**src/rtl/connect_box_w16_t10_const.sv**
```systemverilog
// Connection box: one output driven by a configurable choice among the
// present track inputs, a programmable constant, or zero.
// The select code numbers only the tracks that exist, so position 5
// (which has no port) can never be chosen.
module connect_box_w16_t10_const #(
    parameter int                     WIDTH               = 16,
    parameter int                     NUM_TRACKS          = 10,
    parameter logic [NUM_TRACKS-1:0]  FEEDTHROUGH_OUTPUTS = 10'b1111101111,
    parameter int                     DEFAULT_SELECT      = 7
) (
    input  logic              clk,
    input  logic              reset,
    input  logic [31:0]       config_addr,
    input  logic [31:0]       config_data,
    input  logic              config_en,
    input  logic [WIDTH-1:0]  in_0,
    input  logic [WIDTH-1:0]  in_1,
    input  logic [WIDTH-1:0]  in_2,
    input  logic [WIDTH-1:0]  in_3,
    input  logic [WIDTH-1:0]  in_4,
    input  logic [WIDTH-1:0]  in_6,
    input  logic [WIDTH-1:0]  in_7,
    input  logic [WIDTH-1:0]  in_8,
    input  logic [WIDTH-1:0]  in_9,
    output logic [WIDTH-1:0]  out
);

    localparam logic [7:0]       SEL_INDEX   = 8'h00;
    localparam logic [7:0]       CVAL_INDEX  = 8'h01;
    localparam logic [WIDTH-1:0] CVAL_RESET  = WIDTH'(7);

    logic [3:0]       sel;
    logic [WIDTH-1:0] cval;
    logic [WIDTH-1:0] track [NUM_TRACKS];
    int               present_code;
    logic             unused_cfg_bits;

    // Only the register index byte and the low data bits are meaningful
    assign unused_cfg_bits = ^{config_addr[23:0], config_data[31:16]};

    // Gather the inputs by physical position; the absent slot is tied off
    assign track[0] = in_0;
    assign track[1] = in_1;
    assign track[2] = in_2;
    assign track[3] = in_3;
    assign track[4] = in_4;
    assign track[5] = '0;
    assign track[6] = in_6;
    assign track[7] = in_7;
    assign track[8] = in_8;
    assign track[9] = in_9;

    // Configuration registers: reset wins over any simultaneous write
    always_ff @(posedge clk) begin
        if (reset) begin
            sel  <= 4'(DEFAULT_SELECT);
            cval <= CVAL_RESET;
        end else if (config_en) begin
            if (config_addr[31:24] == SEL_INDEX) begin
                sel <= config_data[3:0];
            end else if (config_addr[31:24] == CVAL_INDEX) begin
                cval <= config_data[WIDTH-1:0];
            end
        end
    end

    // Combinational mux: walk positions left to right, numbering present ones;
    // the code just past the last present input selects the constant
    always_comb begin
        out          = '0;
        present_code = 0;
        for (int i = 0; i < NUM_TRACKS; i++) begin
            if (FEEDTHROUGH_OUTPUTS[NUM_TRACKS-1-i]) begin
                if (present_code == int'(sel)) begin
                    out = track[i];
                end
                present_code = present_code + 1;
            end
        end
        if (present_code == int'(sel)) begin
            out = cval;
        end
    end

endmodule

```
**config.mk**
```make
export PLATFORM = sky130hd
export DESIGN_NAME = connect_box_w16_t10_const
export DESIGN_NICKNAME = d
export VERILOG_FILES = /design/src/rtl/connect_box_w16_t10_const.sv
export SDC_FILE = /design/constraint.sdc
export NUM_CORES = 1
export LEC_CHECK = 0
export ABC_AREA = 1
export CORE_MARGIN = 5
export CORE_UTILIZATION = 26
export CTS_BUF_LIST = sky130_fd_sc_hd__clkbuf_16
export DETAILED_ROUTE_END_ITERATION = 16
export PLACE_DENSITY = 0.85
export SLEW_MARGIN = 5
export SYNTH_ARGS = -nofsm -noshare
export SYNTH_HDL_FRONTEND = slang
export SYNTH_SLANG_ARGS = --single-unit
```
**constraint.sdc**
```tcl
create_clock -name clk -period 1.4 [get_ports clk]
set_input_delay 0.14 -clock clk [delete_from_list [all_inputs] [get_ports clk]]
set_output_delay 0.14 -clock clk [all_outputs]
set_load 0.02 [all_outputs]
```
After elaboration in Yosys (flattened, before gate mapping)
Cells that the tools add are included.
Word-level totals
  memory bits (read-only): 0
  RAM bits: 0
  memories: 0
  latch bits: 0
  output and inout bits: 16
  bits in registers: 20
Cells by class
  bitwise logic cells: 1
  divide/modulo/power cells: 0
  multipliers: 0
  equality and inequality tests: 10
  muxes and demuxes: 10
  $add $sub $neg: 0
  order comparisons: 0
  reduce and logical (&&, ||, !) cells: 4
  shift operators: 0
Operators by type and width (number)
  $mux 16: 10
  $eq 4x4->1 const A: 6
  $eq 3x4->1 const A: 2
  $eq 8x1->1 const B: 1
  $logic_not 8->1: 1
  $eq 2x4->1 const A: 1
  $logic_not 4->1: 1
  $reduce_and 3->1: 1
  $reduce_and 2->1: 1
  $not 1->1: 1

Depth between registers and ports, before layout
  depth in word-level cells: 11
  mapped depth: 10
  mapped depth without buffers: 8

Worst setup path before layout
OpenSTA, ideal clock, no wires.
  path type: reg2out
  start point: register sel[1]
  end point: output out[11]
  slack: -0.141 ns
  path buffers: 2
  arrival: 1.401 ns
  required time: 1.260 ns
  cell stages (with the launch flop): 8
  cell sequence: dfxtp_1 -> clkbuf_2 -> nor2_2 -> nand3_1 -> inv_1 -> buf_2 -> nand2_1 -> nand3_1
On the way
  word-level cells in the longest chain between the ends: 11
  elaborated cells between the ends (all ways): 20
  classes of those cells: eq/ne: 9; mux: 10; reduce/logical: 1
RTL lines
  start, declared: line 32  | logic [3:0] sel;
  start signal, assigned: line 56  | sel <= 4'(DEFAULT_SELECT);
  start signal, assigned: line 60  | sel <= config_data[3:0];
  $logic_not 4->1: line 74  | if (present_code == int'(sel)) begin
  $mux 16 (9 in a row): line 74
  $mux 16 (*): line 80  | if (present_code == int'(sel)) begin
  end, declared: line 25  | output logic [WIDTH-1:0] out
Every way passes the cells marked *; elsewhere a longest branch is shown, timed or not.

Worst setup path in the final report
  start point: register sel[3]
  end point: output out[2]
Same word-level chain as after synthesis.

==> summary.md <==
• result of the run: complete, but fails checks
• violations in the final reports: setup timing
• weighted congestion at the end of routability-driven global placement: 0.975
• antenna viol nets, final: 0
• number of rows created at floorplan: 32
• maximum root-to-sink buffer count: 2
• share of synthesized area occupied by flip-flops and latches: 0.190
• largest net degree at the start of global routing: 17
• vias after detailed routing: 3526
• post-synthesis area per instance: 5.22 um2
• crit path time final: 1.90 ns
• power density over the cells: 421 nW/um2
• Synth warnings: 0
• area of the multi-input gates: 1650 um2
• clk slew on worst S/H paths: 0.06 ns
• CP max stage cell: dfxtp_4
• Crit path largest cell delay: 0.36 ns
• WP buf/inv: 4
• startpoint types: register
• post-synthesis net count: 615
• final wirelength: 10900 um
• unrepaired setup endpoints after global routing: yes
• library cell with the largest summed area after synthesis: nand2_1
• die extent in x: 100 um
• total of buffers placed on input and output ports: 186
• fill count: 709
• Post-synth EDFFs: 0
• Layout Skew: 0 ns
• top area cells in the synthesized netlist: nand2_1, dfxtp_1, nor2_1, nand3_1, nand4_1
• Total Nets Final: 837
• hold slack: 0.456 ns
• post-synth design cell area: 2110 um2
• # DRC: 0
• worst slew pin tran: 0.284 ns
• ordered list of cells on the worst path: buf_6 -> inv_4 -> nand2_4 -> nor3_4 -> clkbuf_16 -> nand2_1 -> nand4_1 -> nor2_1 -> nand4_1 -> buf_6
• achievable frequency: 527 MHz
• Die ar.: 10000 um2
• post-synth top area share: 0.203
• Critical Setup Path Class: register to output pin
• Worst Setup Slack, final: -0.498 ns
• CTS tree: done
• number of vias per cell: 4.85
• synthesized netlist cell count: 404
• GRT Resource Usage Total: 0.197
• first-pass iteration count of the detailed router: 4
• initial core utilization: 0.270
• setup violators final: 16
• #FFs+latches synth: 20
• remaining global-route overflow: 0
• number of antenna violations at the first check in global routing: 0
• Static Leak: 0.00221 uW
• proportion of layout cells with a drive suffix above 1: 0.208
• global-route wire length before repair: 16300 um
• Max-Cap Viols: 0
• leading register cell type out of synthesis: dfxtp_1
• worst min path class: primary input to register
• DRC marker count from the first detailed-route iteration: 142
• async set or reset register ratio after synthesis: 0
• Pwr Total: 2060 uW
• Netlist cell types: 19
• Crit. End Element: output pin
• peak fanout along the critical path: 8
• number of I/O pins: 227
• number of global-route vias before repair: 3483
• final hold viol count: 0
• area growth from synthesis to layout: 132%
• number of buffers inserted by hold repair at cts: 0
• Core Footprint: 7810 um2
• footprint of the flip-flops and latches: 415 um2
• # clock sinks: 20
• Slew Viols, Final: 0
• HPWL after detailed placement: 8830 um
• required time at the worst-slack endpoint: 1.26 ns
• signal arrival time at the worst endpoint: 1.76 ns
• average routed wire per standard cell: 15.0 um
• cell chosen for the clock root: clkbuf_16
• later-pin clock latency in the skew report: 0.25 ns
• relative slew slack: 0.809
• worst supply voltage drop on vdd: 608 uV
• share of the clock period used by the worst path after layout: 1.36
• most frequent cells after synthesis: nand2_1, nor2_1, nand3_1
• category of cells accounting for the largest share of critical-path delay: simple AND/OR/NAND/NOR gates
• most frequent cell after synthesis: nand2_1
• number of diodes added for antenna fixing: 0
• clock buffer count from CTS: 3
• overall die height: 100 um
• count of H-tree levels built during CTS: 1
==> layer usage <==
| layer | routed length, um | track usage | share of wire | vias to the layer above |
|---|---|---|---|---|
| met2 | 5640 | 0.362 | 0.52 | 161 |
| met4 | 169 | 0.0435 | 0.016 | 0 |
| met3 | 920 | 0.0396 | 0.084 | 20 |
| met1 | 4160 | 0.234 | 0.38 | 1586 |
| met5 | 0 | 0 | 0 | - |
| li1 | - | - | - | 1759 |
==> logic make-up after synthesis <==
| logic type | Yosys count | share of synthesized area |
|---|---|---|
| AO/OA/AOI/OAI | 41 | 0.0974 |
| AND/OR/NAND/NOR | 281 | 0.593 |
| flip-flops | 20 | 0.190 |
| buffers and inverters | 62 | 0.119 |
==> worst reg2reg max path, delay by kind of cell, from the launching register on <==
kind / cells / cell delay (ns)
flops: 1 / 0.36
buf+inv: 3 / 0.29
compound gates: 1 / 0.11
simple gates: 2 / 0.09
==> placed cells by master, fill, tap and decap left out <==
cell             synthesis  routed
nor2_2                   3       7
nand3_1                 53      43
o21ai_1                  0       5
o21ai_0                 20      12
dlymetal6s2s_1           0       5
a21oi_1                 21      21
inv_4                    0       2
clkbuf_16                0       4
bufinv_16                0       1
dfxtp_1                 20      16
buf_4                    1      32
nor2_4                   2       5
nand4_1                 28      28
clkdlybuf4s50_1          0     165
clkinv_1                 1       1
inv_1                   39      36
nand2_2                  0      17
nor3_4                   1       2
nor4_4                   1       1
nand2_1                114      92
nand3_2                  0      10
nand2_4                  0       6
buf_6                    0      21
dfxtp_4                  0       4
inv_2                    3       4
buf_12                   0       9
buf_8                    0       2
o21ai_2                  0       3
nor2_1                  78      71
==> layout make-up <==
cell class,instances,area share
Timing Repair Buffer,235,0.496
Multi-Input combinational cell,323,0.337
Sequential cell,20,0.0850
Inverter,43,0.0341
Tap cell,102,0.0261
Clock buffer,3,0.0154
Clock inverter,1,0.00614
==> flip-flops by register name, summed over array words and instances (netlist names) <==
| register | cells |
|---|---|
| cval | 16 |
| sel | 4 |
==> stage by stage <==
| stage | setup slack [ns] | TNS (ns) | instances | area, um2 | utilization |
|---|---|---|---|---|---|
| 3_3_place_gp | -0.665 | -10.98 | 714 | 4490 | 0.575 |
| 6_report | -0.498 | -7.09 | 727 | 4890 | 0.626 |
| 2_1_floorplan | -0.0600 | -0.365 | 404 | 2220 | - |
| 3_5_place_dp | -0.696 | -12.56 | 714 | 4490 | 0.575 |
| 5_1_grt | -0.565 | -8.45 | 727 | 4890 | 0.626 |
| 4_1_cts | -0.461 | -6.66 | 722 | 4690 | 0.600 |
==> what timing repair did <==
item | in CTS | in global routing
gates resized for setup | 111 | 56
pin swaps | 25 | 43
endpoints found under the setup margin | 16 | 24
cloned | 0 | 3
setup buffers | 4 | 2
==> report_power, final <==
| group | total, uW | leakage [uW] | internal, uW | switching, uW |
|---|---|---|---|---|
| sequential | 564 | 0.000162 | 563 | 1.01 |
| clock | 770 | 0.0000511 | 566 | 204 |
| combinational | 721 | 0.00200 | 508 | 213 |
| total | 2060 | 0.00221 | 1640 | 418 |
==> worst paths after layout <==
| check | startpoint | endpoint | slack (ns) | depth (start not counted) |
|---|---|---|---|---|
| min reg2reg | cval[1] | cval[1] | 0.46 | 2 |
| max | sel[3] | out[2] | -0.50 | 10 |
| min | config_addr[25] | cval[2] | 0.46 | 5 |
| max reg2reg | sel[3] | sel[3] | 0.45 | 6 |
(Power assumes the default switching activity.)
